**src/rtl/byte_word_packer.sv**
```systemverilog
// Packs a byte stream into 32-bit words with valid/ready on both sides.
// in_last closes a partial word early; out_keep marks the occupied byte lanes.
module byte_word_packer #(
   parameter bit BIG_ENDIAN = 1'b0
) (
   input  logic        clk,
   input  logic        rst_n,
   input  logic [7:0]  in_byte,
   input  logic        in_valid,
   input  logic        in_last,
   output logic        in_ready,
   output logic [31:0] out_word,
   output logic [3:0]  out_keep,
   output logic        out_last,
   output logic        out_valid,
   input  logic        out_ready,
   output logic [15:0] word_count
);

   logic [1:0]  lane_idx;
   logic [23:0] acc;
   logic [23:0] acc_next;
   logic [31:0] log_word;
   logic [3:0]  log_keep;
   logic [31:0] phy_word;
   logic [3:0]  phy_keep;
   logic        accept;
   logic        close;
   logic        drain;

   assign in_ready = !out_valid || out_ready;
   assign accept   = in_valid && in_ready;
   assign close    = accept && ((lane_idx == 2'd3) || in_last);
   assign drain    = out_valid && out_ready;

   // Word in logical lane order, then mapped to physical byte positions.
   always_comb begin
      log_word = 32'h0000_0000;
      log_keep = 4'b0000;
      acc_next = acc;
      case (lane_idx)
         2'd0: begin
            log_word       = {24'h00_0000, in_byte};
            log_keep       = 4'b0001;
            acc_next[7:0]  = in_byte;
         end
         2'd1: begin
            log_word       = {16'h0000, in_byte, acc[7:0]};
            log_keep       = 4'b0011;
            acc_next[15:8] = in_byte;
         end
         2'd2: begin
            log_word        = {8'h00, in_byte, acc[15:0]};
            log_keep        = 4'b0111;
            acc_next[23:16] = in_byte;
         end
         2'd3: begin
            log_word = {in_byte, acc};
            log_keep = 4'b1111;
         end
         default: begin
            log_word = 32'h0000_0000;
            log_keep = 4'b0000;
            acc_next = acc;
         end
      endcase
      if (BIG_ENDIAN) begin
         phy_word = {log_word[7:0], log_word[15:8], log_word[23:16], log_word[31:24]};
         phy_keep = {log_keep[0], log_keep[1], log_keep[2], log_keep[3]};
      end else begin
         phy_word = log_word;
         phy_keep = log_keep;
      end
   end

   // Accumulator, output register and word counter.
   always_ff @(posedge clk or negedge rst_n) begin
      if (!rst_n) begin
         lane_idx   <= 2'd0;
         acc        <= 24'h00_0000;
         out_word   <= 32'h0000_0000;
         out_keep   <= 4'b0000;
         out_last   <= 1'b0;
         out_valid  <= 1'b0;
         word_count <= 16'h0000;
      end else begin
         if (close) begin
            out_word  <= phy_word;
            out_keep  <= phy_keep;
            out_last  <= in_last;
            out_valid <= 1'b1;
            lane_idx  <= 2'd0;
            acc       <= 24'h00_0000;
         end else begin
            if (accept) begin
               acc      <= acc_next;
               lane_idx <= lane_idx + 2'd1;
            end
            if (drain) begin
               out_valid <= 1'b0;
            end
         end
         if (drain) begin
            word_count <= word_count + 16'd1;
         end
      end
   end

endmodule

```
**config.mk**
```make
export PLATFORM = sky130hd
export DESIGN_NAME = byte_word_packer
export DESIGN_NICKNAME = d
export VERILOG_FILES = /design/src/rtl/byte_word_packer.sv
export SDC_FILE = /design/constraint.sdc
export NUM_CORES = 1
export LEC_CHECK = 0
export ABC_CLOCK_PERIOD_IN_PS = 2100
export CAP_MARGIN = 40
export CORE_MARGIN = 8
export CORE_UTILIZATION = 40
export DETAILED_ROUTE_END_ITERATION = 16
export GPL_TIMING_DRIVEN = 0
export HOLD_SLACK_MARGIN = 0.03
export SLEW_MARGIN = 20
export SYNTH_ARGS = -nofsm -noshare
export SYNTH_HDL_FRONTEND = slang
export SYNTH_SLANG_ARGS = --single-unit
```
**constraint.sdc**
```tcl
create_clock -name clk -period 2.1 [get_ports clk]
set_clock_uncertainty 0.1 [all_clocks]
set_input_delay 0.315 -clock clk [delete_from_list [all_inputs] [get_ports clk]]
set_output_delay 0.315 -clock clk [all_outputs]
set_load 0.01 [all_outputs]
```
==> results of run 1 <==
==> placed cells by master (no fill, tap or decap), drive strengths merged, types with 3 or more instances in the layout <==
master,instances
nand3,11
a22o,8
xnor2,13
dfrtp,80
nor2,6
o31ai,16
buf,12
o311ai,3
o21ai,34
clkdlybuf4s50,64
nand2,69
clkbuf,24
inv,3
a22oi,24
ha,6
nand4,4
==> worst paths after layout <==
kind / slack (ps) / start / end
max in group asynchronous: 1000 / rst_n / acc[23]
min reg2reg: 380 / out_keep[0] / out_keep[0]
max reg2reg: 200 / lane_idx[0] / out_word[0]
max: 200 / lane_idx[0] / out_word[0]
min: 240 / in_valid / lane_idx[0]
min in group asynchronous: 310 / rst_n / word_count[1]
==> final cells by class <==
| class | instances | share of cell area |
|---|---|---|
| flip-flops and latches | 80 | 0.4496 |
| multi-input cells | 210 | 0.2906 |
| repair buffers | 70 | 0.1592 |
| clock buffers | 13 | 0.03342 |
| well taps | 105 | 0.02949 |
| plain buffers | 19 | 0.02050 |
| clock inverters | 3 | 0.01460 |
| inverters | 3 | 0.002527 |
==> per-layer routing <==
metal / track usage / vias to the layer above / part of all wire
met3: 0.03533 / 7 / 0.065
met5: 0 / - / 0
met4: 0.04856 / 0 / 0.011
li1: - / 1269 / -
met1: 0.2140 / 1261 / 0.47
met2: 0.2364 / 60 / 0.46
==> cell usage after synthesis <==
cell and count:
nand3b_4 1, mux2_1 1, dfrtp_1 80, ha_1 6, and3_1 2, xnor2_1 13
buf_2 7, nor4_1 1, xor2_1 2, o21ai_0 34, and4_1 1, a22oi_1 24
inv_1 3, nor3_1 1, o311ai_2 3, o31ai_1 16, nand2b_1 2, nand2_1 69
a22o_1 8, mux2_2 1, nor2_1 6, or2_2 1, o22ai_1 1, nand4_1 4
a21oi_1 2, buf_4 1, nand3_1 11, clkbuf_1 11
==> worst reg2reg max path: stages (launching register included) <==
cell	delay (ps)
dfrtp_2	410
inv_1	90
ha_1	240
buf_2	200
nor3_1	220
nor2_2	70
buf_4	150
a22oi_1	180
o21ai_0	110
==> per-stage QoR <==
step / cell area (sq um) / utilization / std cells / setup WS, ps
after floorplan: 3364 / - / 312 / 295.6
after global routing: 4456 / 0.5450 / 503 / 40.82
after CTS: 4427 / 0.5415 / 501 / 24.00
final: 4456 / 0.5450 / 503 / 202.3
after detailed placement: 4182 / 0.5115 / 484 / -145.9
after global placement: 4156 / 0.5084 / 483 / -2266
==> flip-flops by register name (all words and copies together) (netlist names) <==
signal and cells:
acc 24, lane_idx 2, out_keep 4, out_last 1, out_valid 1, out_word 32
word_count 16
==> cell families after synthesis <==
| group | Yosys count | synth area share |
|---|---|---|
| AND/OR/NAND/NOR | 99 | 0.1287 |
| AO/OA/AOI/OAI | 88 | 0.1800 |
| flip-flops | 80 | 0.5950 |
| buffers and inverters | 22 | 0.02826 |
| XOR/XNOR | 15 | 0.03905 |
| adder cells (fa/ha/maj) | 6 | 0.02231 |
| multiplexers | 2 | 0.006693 |
==> what timing repair did <==
action,in CTS,in global routing
pin swaps,0,2
gates resized for setup,4,15
setup endpoints to repair,14,48
hold buffers,1,0
hold endpoints to repair,24,0
setup buffers,0,2
gates cloned,0,0
==> where the power goes <==
group	internal (mW)	total (mW)	leakage, nW	switching (mW)
Clock	0.702	1.24	0.108	0.542
Sequential	1.85	2.06	1.05	0.208
Combinational	0.606	1.27	0.770	0.661
==> impl_results.md, run 1 <==
- Run status: finished, final reports clean
- Synthesized area per cell: 10.78 sq um
- Total number of vias: between 2000 and 3000
- Post-DRT Antenna Nets: 0
- Die height: 107.7 um
- Setup tns final: 0 ps
- Deepest clock path buffer count: 2
- Final Net Count: 412
- Worst Setup End Kind: flop
- Max_slew headroom: 0.5182
- Routability Congestion: 0.8307
- Yosys warning count: 0
- Final Cycle Share: 0.9037
- Mapped Area: 3364 sq um
- Netlist cell types: 28
- Clk sinks: 80
- Crit-path slowest cell: dfrtp_2
- Ant diodes: 0
- Clock transition at path regs: 70 ps
- Global-route usage over all layers: 0.1553
- CTS tree: yes
- Vias in the first global route: around 2600
- Crit path DAT: 2020 ps
- Fin crit period: around 1900 ps
- Area fraction of the dominant cell type after synthesis: 0.5950
- Flops & latches, synth: 80
- Final Hold Violating Endpoints: 0
- Peak supply drop: 433.2 uV
- Num CTS Buffers: 9
- CP delay by family, top: buffers and inverters
- P_leak: 1.926 nW
- Synth Instances: 312
- DP Wirelength: 6.273 mm
- Core box area: 8175 sq um
- Multi-input logic area: 1295 sq um
- DR DRC count: 0
- CP Buf/Inv Count: 3
- Die area: 11600 sq um
- Largest net degree at the start of global routing: 57
- Filler cell count: 741
- Final hold slack: ~240 ps
- P&R area growth vs syn: 32.43%
- Die extent in x: 107.7 um
- Initial Util: 0.4115
- Area leader, netlist: dfrtp_1
- RSZ-0062 raised after global routing: no
- Grt ovf: 0
- # H-tree levels: 3
- Hold Path Class: input pin to flop
- I/O pin count: between 60 and 70
- WL per Instance: 17.23 um
- Slew Limit Fails: 0
- PnR Total Power: 4.568 mW
- Row count: 33
- Critical path's largest stage delay: 410 ps
- Register-to-Register Path Depth: 8
- Maximum clock rate: 527.0 MHz
- Crit-path max FO: 10
- Post-detailed-routing wire length: 8.666 mm
- Max-cap violations: 0
- First-pass GRT wire length: 14.12 mm
- Worst slew pin tran: 716.0 ps
- Initial antenna violation count: 0
- Post-Syn Nets: 331
- Setup Viol. Count Final: 0
- Clk_lat worst skew: 350 ps
- Critical path class: flop to flop
- Data required, critical path: 2220 ps
- Storage cell area: 2003 sq um
- Startpoint Class: flop
- Sequential area share after synthesis: 0.5950
- Critical path depth: 8
- PortBufs: 66
- Vias per inst: 5.163
- Iter 0 DRT Violations: about 210
- Worst-path cell chain: inv_1 > ha_1 > buf_2 > nor3_1 > nor2_2 > buf_4 > a22oi_1 > o21ai_0
- First-pass detailed-route iteration total: 4
- Layout cells sized above 1: 0.1030
- Hold path cells: 3
- Top post-synthesis cells by area: dfrtp_1, nand2_1, a22oi_1, o21ai_0, o31ai_1
- Root buffer cell: clkbuf_8
- P per Cell Area: 1025 nW/um^2
(Power assumes the default switching activity.)
==> inputs of run 2 (changes only) <==
--- a/config.mk
+++ b/config.mk
@@ -7,7 +7,7 @@
 export LEC_CHECK = 0
 export ABC_CLOCK_PERIOD_IN_PS = 2100
 export CAP_MARGIN = 40
-export CORE_MARGIN = 8
+export CORE_MARGIN = 1.5
 export CORE_UTILIZATION = 40
 export DETAILED_ROUTE_END_ITERATION = 16
 export GPL_TIMING_DRIVEN = 0
==> run 2 against run 1 <==
  * Combinational power about the same
  * First-iteration DRC count decreased by 45%
  * Setup slack got worse by 120 ps
  * Largest power group unchanged
==> impl_results.md, run 2 (synthesis gave the netlist of run 1 again) <==
- Clk sinks: 80 (unchanged)
- Critical path's largest stage delay: 410 ps (about the same)
- I/O pin count: 68 (unchanged)
- # H-tree levels: 3 (unchanged)
- Leading cell type in the layout, fill and taps excluded: dfrtp_1 (unchanged)
- Clock transition at path regs: 80 ps (was 70 ps)
- Vias in the first global route: 2589 (was 2639)
- Largest Register: out_word (unchanged)
- Final hold slack: 245.4 ps (was 239.3 ps)
- P per Cell Area: 1025 nW/um^2 (about the same)
- Initial Util: 0.4115 (unchanged)
- Top flop regs: out_word (32), acc (24), word_count (16) (unchanged)
- Crit-path max FO: 10 (unchanged)
- DR DRC count: 0 (unchanged)
- Max reg flops: 32 (unchanged)
- CTS tree: yes (unchanged)
- Multi-input logic area: 1292 sq um (was 1295 sq um)
- Crit path from: lane_idx[0] (unchanged)
- Critical path class: flop to flop (unchanged)
- Maximum clock rate: 494.8 MHz (was 527.0 MHz)
- Worst Setup End Kind: flop (unchanged)
- DP Wirelength: 5.986 mm (was 6.273 mm)
- Worst slew pin tran: 677.3 ps (was 716.0 ps)
- Filler cell count: 728 (was 741)
- First-pass detailed-route iteration total: 4 (unchanged)
- Num CTS Buffers: 9 (unchanged)
- Storage cell area: 2003 sq um (unchanged)
- Fin crit period: 2021 ps (was 1898 ps)
- Worst slack, placed: -91.03 ps (was -145.9 ps)
- Ant diodes: 0 (unchanged)
- Peak supply drop: 493.2 uV (was 433.2 uV)
- Critical Path Sink: out_word[1] (was out_word[0])
- Core box area: 8175 sq um (unchanged)
- Root buffer cell: clkbuf_8 (unchanged)
- Grt ovf: 0 (unchanged)
- Met3 wire length: 343 um (was 567 um)
- Max_slew headroom: 0.5443 (was 0.5182)
- Worst reg2reg setup slack: 80 ps (was 200 ps)
- Final Net Count: 414 (was 412)
- Register-to-Register Path Depth: 8 (unchanged)
- Final Cycle Share: 0.9623 (was 0.9037)
- Post-detailed-routing wire length: 8.419 mm (was 8.666 mm)
- Final Hold Violating Endpoints: 0 (unchanged)
- Die height: 94.71 um (was 107.7 um)
- Most frequent cells in the layout: dfrtp_1, nand2_1, clkdlybuf4s50_1 (unchanged)
- Routability Congestion: 0.8202 (was 0.8307)
- Die area: 8970 sq um (was 11600 sq um)
- Layout cells sized above 1: 0.1000 (was 0.1030)
- Die extent in x: 94.71 um (was 107.7 um)
- Startpoint Class: flop (unchanged)
- Total number of vias: 2639 (was 2597)
- RR Endpoint: out_word[1] (was out_word[0])
- Post-DRT Antenna Nets: 0 (unchanged)
- Data required, critical path: 2230 ps (was 2220 ps)
- Met2 wire len: 3.934 mm (was 3.948 mm)
- Max-cap violations: 0 (unchanged)
- Run status: finished, final reports clean (unchanged)
- P_leak: 1.931 nW (was 1.926 nW)
- Vias per inst: 5.226 (was 5.163)
- Setup Viol. Count Final: 0 (unchanged)
- Final WS setup: 79.09 ps (was 202.3 ps)
- Largest net degree at the start of global routing: 44 (was 57)
- Crit-path slowest cell: dfrtp_2 (unchanged)
- First-pass GRT wire length: 13.84 mm (was 14.12 mm)
- Row count: 33 (unchanged)
- Top layer in use: met4 (unchanged)
- M1 WL: 3.979 mm (was 4.050 mm)
- Iter 0 DRT Violations: 118 (was 213)
- Initial antenna violation count: 0 (unchanged)
- PortBufs: 66 (unchanged)
- Worst-path cell chain: inv_1 > ha_1 > buf_2 > nor3_1 > nor2_2 > buf_4 > a22oi_1 > o21ai_0 (unchanged)
- FF-to-FF Start: lane_idx[0] (unchanged)
- Deepest clock path buffer count: 2 (unchanged)
- Clk_lat worst skew: 360 ps (was 350 ps)
- Slew Limit Fails: 0 (unchanged)
- P&R area growth vs syn: 32.73% (was 32.43%)
- Global-route usage over all layers: 0.2077 (was 0.1553)
- Hold Path Class: input pin to flop (unchanged)
- WL per Instance: 16.67 um (was 17.23 um)
- Crit path DAT: 2150 ps (was 2020 ps)
## run 2: metal layers
metal | vias to the layer above | track usage
li1 | 1274 | -
met1 | 1305 | 0.2985
met2 | 48 | 0.3095
met3 | 12 | 0.03945
met4 | 0 | 0.08085
met5 | - | 0
## run 2: how the worst min path moves through the flow
stage / slack [ps] / depth (start not counted) / end / from
after global placement: 350 / 1 / out_keep[0] / out_keep[0]
final: 250 / 3 / lane_idx[0] / in_valid
after floorplan: -80 / 0 / acc[0] / rst_n
after CTS: 250 / 3 / lane_idx[0] / in_valid
after global routing: 280 / 3 / out_last / in_valid
after detailed placement: 230 / 1 / word_count[1] / rst_n
## run 2: final cells by class
type	instances	area share
flip-flops and latches	80	0.4486
multi-input cells	210	0.2894
repair buffers	72	0.1614
clock buffers	13	0.03334
well taps	105	0.02942
plain buffers	19	0.02073
clock inverters	3	0.01457
inverters	3	0.002522
## run 2: through the flow
step / total power [mW] / cell area, sq um / std cells / setup TNS, ps / utilization
6_report: 4.575 / 4466 / 505 / 0 / 0.5462
5_1_grt: 4.870 / 4466 / 505 / -26.89 / 0.5462
4_1_cts: 4.588 / 4424 / 501 / 0 / 0.5412
3_5_place_dp: 3.329 / 4174 / 484 / -2202 / 0.5106
3_3_place_gp: 3.286 / 4156 / 483 / -181660 / 0.5084
2_1_floorplan: 2.681 / 3364 / 312 / 0 / -
## run 2: critical path: cells and delay by family (launching register included)
family | cells | cell delay (ps)
flops | 1 | 410
compound gates | 2 | 340
buf+inv | 3 | 470
fa+ha+maj | 1 | 250
simple gates | 2 | 340
## run 2: power by group
part           internal [mW]  switching (mW)  total [mW]
clock                  0.702           0.539        1.24
sequential              1.85           0.210        2.06
combinational          0.610           0.665        1.27
total                   3.16            1.41        4.58
## run 2: repair_timing
item	4_1_cts	5_1_grt
resized for setup	4	11
endpoints found under the hold margin	37	0
setup buffers	0	4
hold buffers	1	0
endpoints found under the setup margin	16	50
pin swaps	0	1
==> inputs of run 3 (changes only) <==
--- a/config.mk
+++ b/config.mk
@@ -7,7 +7,7 @@
 export LEC_CHECK = 0
 export ABC_CLOCK_PERIOD_IN_PS = 2100
 export CAP_MARGIN = 40
-export CORE_MARGIN = 1.5
+export CORE_MARGIN = 4
 export CORE_UTILIZATION = 40
 export DETAILED_ROUTE_END_ITERATION = 16
 export GPL_TIMING_DRIVEN = 0
==> run 3 against run 2 <==
  * Final cell count down 0.40%
  * Register-to-register slack better by 90 ps
  * Clock power up 9%
  * Combinational power about the same
==> impl_results.md, run 3 (synthesis gave the netlist of run 1 again) <==
- P_leak: 1.929 nW (was 1.931 nW)
- Fin area: 4474 sq um (was 4466 sq um)
- Worst-path cell chain: inv_1 > ha_1 > buf_2 > nor3_1 > nor2_2 > buf_4 > a22oi_1 > o21ai_0 (unchanged)
- Ant diodes: 0 (unchanged)
- I/O pin count: 68 (unchanged)
- CP Buf/Inv Count: 3 (unchanged)
- Deepest clock path buffer count: 2 (unchanged)
- Data required, critical path: 2220 ps (was 2230 ps)
- First-pass detailed-route iteration total: 4 (unchanged)
- Grt ovf: 0 (unchanged)
- Peak supply drop: 549.3 uV (was 493.2 uV)
- RSZ-0062 raised after global routing: no
- Die extent in x: 99.71 um (was 94.71 um)
- P per Cell Area: 1043 nW/um^2 (was 1025 nW/um^2)
- Crit path DAT: 2050 ps (was 2150 ps)
- Startpoint Class: flop (unchanged)
- Filler cell count: 771 (was 728)
- Final cell count without fillers: 503 (was 505)
- Largest Register: out_word (unchanged)
- WL per Instance: 16.88 um (was 16.67 um)
- Global-route usage over all layers: 0.1805 (was 0.2077)
- Die height: 99.71 um (was 94.71 um)
- Max reg flops: 32 (unchanged)
- DP Wirelength: 6.126 mm (was 5.986 mm)
- DR DRC count: 0 (unchanged)
- Worst slew pin tran: 686.8 ps (was 677.3 ps)
- Largest net degree at the start of global routing: 53 (was 44)
- Setup Viol. Count Final: 0 (unchanged)
- Initial antenna violation count: 0 (unchanged)
- First-pass GRT wire length: 13.89 mm (was 13.84 mm)
- Routability Congestion: 0.8779 (was 0.8202)
- Vias per inst: 5.225 (was 5.226)
- Worst Setup End Kind: flop (unchanged)
- Clock transition at path regs: 80 ps (about the same)
- Layout cells sized above 1: 0.1005 (was 0.1000)
- Final Cycle Share: 0.9214 (was 0.9623)
- Crit-path slowest cell: dfrtp_2 (unchanged)
- Total number of vias: 2628 (was 2639)
- CTS tree: yes (unchanged)
- Root buffer cell: clkbuf_8 (unchanged)
- Leading cell type in the layout, fill and taps excluded: dfrtp_1 (unchanged)
- Most frequent cells in the layout: dfrtp_1, nand2_1, clkdlybuf4s50_1 (unchanged)
- Fin crit period: 1935 ps (was 2021 ps)
- Clk sinks: 80 (unchanged)
- Clk_lat worst skew: 340 ps (was 360 ps)
- CP delay by family, top: buffers and inverters (unchanged)
- Post-detailed-routing wire length: 8.493 mm (was 8.419 mm)
- Row count: 33 (unchanged)
- Slew Limit Fails: 0 (unchanged)
- Vias in the first global route: 2581 (was 2589)
- Critical path's largest stage delay: 410 ps (about the same)
- Top flop regs: out_word (32), acc (24), word_count (16) (unchanged)
- Core box area: 8217 sq um (was 8175 sq um)
- DP Cell Count: 484 (unchanged)
- Max_slew headroom: 0.5379 (was 0.5443)
- Hold Path Class: input pin to flop (unchanged)
- Max-cap violations: 0 (unchanged)
- Maximum clock rate: 516.8 MHz (was 494.8 MHz)
- P&R area growth vs syn: 32.99% (was 32.73%)
- Placed Area: 4182 sq um (was 4174 sq um)
- Initial Util: 0.4095 (was 0.4115)
- # H-tree levels: 3 (unchanged)
- Final Hold Violating Endpoints: 0 (unchanged)
- Crit-path max FO: 10 (unchanged)
- Post-DRT Antenna Nets: 0 (unchanged)
- Die area: 9942 sq um (was 8970 sq um)
- Iter 0 DRT Violations: 196 (was 118)
- Critical path class: flop to flop (unchanged)
- PortBufs: 66 (unchanged)
- Num CTS Buffers: 9 (unchanged)
- Run status: finished, final reports clean (unchanged)
- Final Net Count: 412 (was 414)
run 3: cell types whose count changed in the layout (fill, tap and decap cells not counted), sizes merged:
cell / before / now
bufinv: 2 / 3
clkinv: 1 / 2
buf: 14 / 13
dlygate4sd2: 0 / 1
clkbuf: 24 / 20
clkinvlp: 0 / 1
dlymetal6s2s: 1 / 0
run 3: worst paths after layout:
check                               start             end  slack [ps]  cells past startpoint
setup / recovery              lane_idx[0]     out_word[3]         170                      8
hold / removal                   in_valid     lane_idx[0]         250                      3
setup reg to reg              lane_idx[0]     out_word[3]         170                      8
hold reg to reg            word_count[15]  word_count[15]         380                      1
max in group asynchronous           rst_n     lane_idx[0]         970                      3
min in group asynchronous           rst_n    out_word[11]         340                      2
run 3: final cells by class:
class                   instances  area, sq um  area share
repair buffers                 70        709.4      0.1586
clock inverters                 6        107.6     0.02405
flip-flops and latches         80         2003      0.4477
clock buffers                  10        127.6     0.02852
plain buffers                  19        91.34     0.02041
multi-input cells             210         1292      0.2889
inverters                       3        11.26    0.002517
well taps                     105        131.4     0.02936
run 3: worst min-delay path: cells and delay by family:
kind / cells / cell delay, ps
buffers and inverters: 1 / 180
and+or+nand+nor: 2 / 160
run 3: per-stage QoR:
| step | power (mW) | hold WS (ps) | TNS (ps) | utilization | setup slack [ps] |
|---|---|---|---|---|---|
| floorplan | 2.681 | -80.59 | 0 | - | 295.6 |
| global placement | 3.292 | 353.2 | -180220 | 0.5059 | -2244 |
| detailed placement | 3.327 | 171.0 | -2321 | 0.5089 | -102.3 |
| CTS | 4.701 | 226.6 | 0 | 0.5401 | 7.870 |
| global route | 4.941 | 241.4 | 0 | 0.5445 | 17.04 |
| finish | 4.665 | 245.8 | 0 | 0.5445 | 165.1 |
run 3: power by group:
group	internal [mW]	total (mW)	leakage (nW)	switching, mW
registers	1.85	2.06	1.05	0.211
logic	0.603	1.26	0.764	0.653
clock network	0.786	1.35	0.116	0.562
total	3.24	4.67	1.93	1.43
run 3: repair_timing:
item | in CTS | in global routing
pin swaps | 0 | 2
gates resized for setup | 3 | 14
buffers inserted | 0 | 2
hold buffers | 1 | 0
setup endpoints to repair | 15 | 42
endpoints found under the hold margin | 28 | 0
run 3: layer usage:
layer / GRT usage / part of all wire / up-vias
met3: 0.03086 / 0.067 / 9
met1: 0.2598 / 0.45 / 1287
met4: 0.06618 / 0.012 / 0
met5: 0 / 0 / -
li1: - / - / 1265
met2: 0.2745 / 0.47 / 67
